==> config.mk <==
export PLATFORM = sky130hd
export DESIGN_NAME = inst_cache_refill_ctrl
export DESIGN_NICKNAME = d
export VERILOG_FILES = /design/src/rtl/inst_cache_refill_ctrl.sv
export SDC_FILE = /design/constraint.sdc
export NUM_CORES = 1
export LEC_CHECK = 0
export ABC_AREA = 1
export CAP_MARGIN = 20
export CORE_MARGIN = 2
export CORE_UTILIZATION = 40
export CTS_BUF_LIST = sky130_fd_sc_hd__clkbuf_8
export CTS_CLUSTER_SIZE = 25
export DETAILED_ROUTE_END_ITERATION = 12
export GPL_ROUTABILITY_DRIVEN = 0
export PLACE_DENSITY = 0.72
export SLEW_MARGIN = 20
export SYNTH_ARGS = -nofsm -noshare
export SYNTH_HDL_FRONTEND = slang
export SYNTH_SLANG_ARGS = --single-unit
==> constraint.sdc <==
create_clock -name clk -period 2.1 [get_ports clk]
set_clock_uncertainty 0.2 [all_clocks]
set_input_delay 0.42 -clock clk [delete_from_list [all_inputs] [get_ports clk]]
set_output_delay 0.42 -clock clk [all_outputs]
set_load 0.005 [all_outputs]
==> src/rtl/inst_cache_refill_ctrl.sv <==
// Direct-mapped instruction cache lookup/refill controller.
// Owns the line valid bits and drives the external tag and data array ports.
module inst_cache_refill_ctrl #(
  parameter int TAG_W      = 7,
  parameter int INDEX_W    = 7,
  parameter int LINE_WORDS = 4,
  localparam int OFFSET_W  = $clog2(LINE_WORDS),
  localparam int ADDR_W    = TAG_W + INDEX_W + OFFSET_W + 2
) (
  input  logic                clk,
  input  logic                nReset,
  // Request handshake: ReqAddr is taken on a cycle where ReqValid && ReqReady;
  // the requester holds ReqValid/ReqAddr stable until then.
  input  logic                ReqValid,
  input  logic [ADDR_W-1:0]   ReqAddr,
  input  logic                Flush,
  output logic                ReqReady,
  output logic                HitValid,
  output logic                Enable,
  output logic [INDEX_W-1:0]  CacheIndexRead,
  input  logic [TAG_W-1:0]    TagCompare,
  output logic                WriteTag,
  output logic [INDEX_W-1:0]  CacheIndexWrite,
  output logic [TAG_W-1:0]    WriteAddressTag,
  output logic                MemReq,
  output logic [ADDR_W-1:0]   MemAddr,
  input  logic                MemValid,
  input  logic [31:0]         MemData,
  output logic                DataWrite,
  output logic [INDEX_W-1:0]  DataIndex,
  output logic [OFFSET_W-1:0] DataOffset,
  output logic [31:0]         DataWord,
  output logic [15:0]         MissCount,
  output logic [2:0]          DbgState
);

  localparam int NUM_LINES = 2 ** INDEX_W;
  localparam logic [OFFSET_W-1:0] LAST_WORD = OFFSET_W'(LINE_WORDS - 1);

  typedef enum logic [2:0] {
    IDLE   = 3'd0,
    LOOKUP = 3'd1,
    FILL   = 3'd2,
    TAGWR  = 3'd3,
    RETRY  = 3'd4
  } state_t;

  state_t                 state;
  logic [TAG_W-1:0]       tag_q;
  logic [INDEX_W-1:0]     idx_q;
  logic [NUM_LINES-1:0]   valid_q;
  logic                   flush_pend;
  logic [OFFSET_W-1:0]    word_cnt;

  logic [TAG_W-1:0]       req_tag;
  logic [INDEX_W-1:0]     req_idx;
  logic                   idle_ok;
  logic                   accept;
  logic                   hit;
  logic                   addr_unused;

  assign req_tag     = ReqAddr[ADDR_W-1 -: TAG_W];
  assign req_idx     = ReqAddr[OFFSET_W+2 +: INDEX_W];
  assign addr_unused = ^ReqAddr[OFFSET_W+1:0];

  // A pending flush blocks the request exactly like a live Flush does.
  assign idle_ok = nReset && (state == IDLE) && !Flush && !flush_pend;
  assign accept  = idle_ok && ReqValid;
  assign hit     = valid_q[idx_q] && (TagCompare == tag_q);

  assign ReqReady        = idle_ok;
  assign Enable          = accept || (state == RETRY);
  assign CacheIndexRead  = accept ? req_idx : ((state == RETRY) ? idx_q : '0);
  assign HitValid        = (state == LOOKUP) && hit;
  assign WriteTag        = (state == TAGWR);
  assign CacheIndexWrite = (state == TAGWR) ? idx_q : '0;
  assign WriteAddressTag = (state == TAGWR) ? tag_q : '0;
  assign MemReq          = (state == FILL);
  assign MemAddr         = (state == FILL) ? {tag_q, idx_q, {(OFFSET_W+2){1'b0}}} : '0;
  assign DbgState        = state;

  always_ff @(posedge clk or negedge nReset) begin
    if (!nReset) begin
      state      <= IDLE;
      tag_q      <= '0;
      idx_q      <= '0;
      valid_q    <= '0;
      flush_pend <= 1'b0;
      word_cnt   <= '0;
      MissCount  <= '0;
      DataWrite  <= 1'b0;
      DataIndex  <= '0;
      DataOffset <= '0;
      DataWord   <= '0;
    end else begin
      DataWrite  <= 1'b0;
      DataIndex  <= '0;
      DataOffset <= '0;
      DataWord   <= '0;
      if (Flush && (state != IDLE)) flush_pend <= 1'b1;

      case (state)
        IDLE: begin
          if (Flush || flush_pend) begin
            valid_q    <= '0;
            flush_pend <= 1'b0;
          end else if (ReqValid) begin
            tag_q <= req_tag;
            idx_q <= req_idx;
            state <= LOOKUP;
          end
        end
        LOOKUP: begin
          if (hit) begin
            state <= IDLE;
          end else begin
            MissCount <= MissCount + 16'd1;
            word_cnt  <= '0;
            state     <= FILL;
          end
        end
        FILL: begin
          if (MemValid) begin
            DataWrite  <= 1'b1;
            DataIndex  <= idx_q;
            DataOffset <= word_cnt;
            DataWord   <= MemData;
            word_cnt   <= word_cnt + 1'b1;
            if (word_cnt == LAST_WORD) state <= TAGWR;
          end
        end
        TAGWR: begin
          valid_q[idx_q] <= 1'b1;
          state          <= RETRY;
        end
        RETRY: begin
          state <= LOOKUP;
        end
        default: begin
          state <= IDLE;
        end
      endcase
    end
  end

endmodule

==> flow_metrics.py <==
metrics = {
    "run_status": {
        "status": "finished with violations",
        "violations": "setup timing",
    },
    "cells_and_area": {
        "final_common_cell": "nand2_1",
        "final_cell_mix": "313 x nand2_1, 242 x inv_1, 199 x dfrtp_1",
        "drive_gt1_share_pct": 31.93,
        "fin_area_um2": 17420,
        "antenna_cells": 0,
        "fin_nets": 1942,
        "area_growth_pct": 62.42,
        "final.fill_count": 1778,
    },
    "clocking": {
        "root_buffer": "clkbuf_8",
        "cts_tree": "done",
        "cts_made_buffers": 38,
        "clk_latency_ns": 0.58,
        "clk_pin_slew_worst_paths_ns": 0.06,
        "cts_num_sinks": 206,
        "clockBufferDepth": 3,
        "htreeDepth": 2,
    },
    "global_route": {
        "grt_pass1_vias": 12000,
        "track_usage_pct": 29.43,
        "grt_max_degree": 98,
        "grt_pass1_wl_mm": 65.04,
        "met3_usage_pct": 8.060,
        "grt_use_met2_pct": 47.74,
        "antenna_found_initial": 1,
        "top_usage_layer": "met2",
        "grt.met1_usage_pct": 35.48,
        "grt_overflow": 0,
    },
    "floorplanning": {
        "dieArea_um2": 28140,
        "ioPinCount": 167,
        "core_area_um2": 26210,
        "start_util_pct": 40.92,
        "die_w_um": 167.7,
        "die_y_um": 167.7,
        "std_cell_rows": 59,
    },
    "power": {
        "leakagePower_nw": 8.678,
        "ir_drop_mv": 0.8279,
        "powerDensity_nw_per_um2": 1306,
    },
    "timing": {
        "tns_ns": -59.63,
        "timing.slew.headroom_pct": 41.64,
        "tightest_slew_ns": 0.8754,
        "hold_violations": 0,
        "drv_slew": 0,
        "post-route-period-util_pct": 154.1,
        "rsz0062_at_grt": "true",
        "fin_ws_ns": -1.135,
        "fmax_mhz": 309.1,
        "finalSetupViolCount": 222,
        "min_period_ns": 3.235,
    },
    "min_path": {
        "holdCritPathClass": "primary input to flip-flop",
    },
    "placement": {
        "numPortBuffers": 158,
        "dpl-instance-area_um2": 13960,
        "dpl.hpwl_mm": 24.14,
    },
    "detailed_routing": {
        "drt_wl_total_mm": 48.86,
        "first_iter_violations": 1439,
        "drc": 0,
        "vias": 12980,
        "vias_per_cell": 5.799,
        "wl_per_cell_um": 21.82,
        "antenna_left": 0,
        "firstDrtPassIters": 6,
    },
    "synthesis": {
        "synth_top_area_share_pct": 48.07,
        "ys_types": 33,
        "yosysSeqAreaShare_pct": 48.07,
        "avgSynthCellArea_um2": 7.386,
        "ys_ff_latch": 206,
        "yosys.area.top_type": "dfrtp_1",
        "synthCells": 1452,
        "synth_area_um2": 10720,
        "ys_warn_count": 0,
        "yosys-top-cells-area": "dfrtp_1 48%, nand2_1 12%, inv_1 8.3%, a21oi_1 7.7%, nor2_1 5.6%",
    },
    "critical_path": {
        "crit_arrival_ns": 2.62,
        "worstPathRequired_ns": 1.48,
        "start_kind": "flip-flop",
        "critPathMaxFanout": 7,
        "worstSetupEndpointType": "primary output",
        "path_class": "flip-flop to primary output",
    },
    "job": {
        "maxCapViolCount": 0,
    },
}
==> area by class of cell <==
type,count,area [um^2],area share (%)
inverter,243,935.9,5.373
multi-input combinational,925,5304,30.45
tap,335,419.2,2.406
timing repair inverter,2,25.02,0.1437
timing repair buffer,462,4840,27.79
sequential,206,5164,29.65
clock inverter,19,83.83,0.4813
clock buffer,47,646.9,3.714
==> worst max-delay path, cell delays in order, from the launching register on <==
cell and delay, ns:
dfrtp_2 0.45, inv_4 0.12, buf_12 0.13, buf_4 0.13
nand2_1 0.08, nand3_1 0.13, nand2_1 0.07, o21ai_1 0.17
nand2_1 0.10, nor2_1 0.12, nor2_1 0.06, nor2_1 0.08
nand2_1 0.10, nand3_2 0.13, inv_2 0.04, buf_2 0.12
==> where the power goes <==
part / leakage, nW / total (mW) / switching [mW] / internal [mW]
clock network: 0.435 / 3.81 / 1.79 / 2.02
logic: 5.42 / 14.1 / 7.90 / 6.23
registers: 2.82 / 4.82 / 0.383 / 4.44
total: 8.68 / 22.8 / 10.1 / 12.7
==> metrics by stage <==
step	util [%]	instances	worst slack [ns]	power [mW]	hold WS (ns)
3_5_place_dp	53.26	2047	-0.8159	13.55	0.2610
4_1_cts	60.04	2185	-0.9533	19.53	0.1716
2_1_floorplan	-	1455	-0.06384	9.081	-0.07559
3_3_place_gp	53.26	2047	-0.8059	13.45	0.2550
6_report	66.46	2239	-1.135	22.75	0.1913
5_1_grt	66.46	2239	-1.226	23.47	0.1994
==> cell usage after synthesis <==
library cell    n
o22ai_1        60
ha_1            2
inv_1         237
xnor2_1         8
o21ai_2         1
buf_1           3
nor3_1         12
a221oi_1        1
o211ai_1        5
clkinv_1        2
xor2_1         13
o21ai_1         7
nor4_1          2
conb_1          1
nand4_1         3
nand3_1        78
a31oi_1        40
buf_4          12
a21oi_1       164
nand2_1       329
clkbuf_1       48
nor2_2          3
o21ai_0        29
or2_2           1
nand3b_1        1
dfrtp_1       206
nand2_2         1
buf_6           4
nor2_1        159
clkinv_2        1
buf_2          14
or2_1           2
inv_2           3
==> state kept, by name, summed over array words and instances, names as in the netlist <==
signal / cells
valid_q: 128
DataWrite: 1
word_cnt: 2
tag_q: 7
DbgState: 3
DataOffset: 2
DataWord: 32
idx_q: 7
flush_pend: 1
DataIndex: 7
MissCount: 16
==> cell families after synthesis <==
family,share of synthesized area [%]
adders and majority gates,0.2333
AOI/OAI and AO/OA,15.68
and+or+nand+nor,22.05
DFF,48.07
buffers and inverters,12.22
other,0.03497
xor gates and xnor gates,1.715
==> path summary, 6_finish.rpt <==
path                       cells past startpoint                    start  slack, ns                         to
max                                           15     idx_q[0]$_DFFE_PN0P_      -1.14                   HitValid
min reg2reg                                    2  valid_q[76]$_DFFE_PN0P_       0.27    valid_q[76]$_DFFE_PN0P_
max reg2reg                                   18     idx_q[0]$_DFFE_PN0P_      -0.64  MissCount[13]$_DFFE_PN0P_
max in group asynchronous                      4                   nReset       0.08    DbgState[2]$_DFFE_PN0P_
min                                            3              MemData[17]       0.19     DataWord[17]$_DFF_PN0_
min in group asynchronous                      3                   nReset       0.56    valid_q[38]$_DFFE_PN0P_
==> repair_timing <==
action,in CTS,in global routing
endpoints found under the setup margin,107,320
endpoints found under the hold margin,56,0
gates resized for setup,307,270
gates cloned,12,18
pin swaps,28,60
buffers inserted,62,56
hold buffers,1,0
==> metal layers <==
layer | routed length [um] | share of wire, % | vias to the layer above
met2 | 22340 | 46 | 1062
met1 | 16440 | 34 | 6094
li1 | - | - | 5467
met4 | 4164 | 8.5 | 2
met5 | 13 | 0.027 | -
met3 | 5905 | 12 | 359
(Power assumes the default switching activity.)
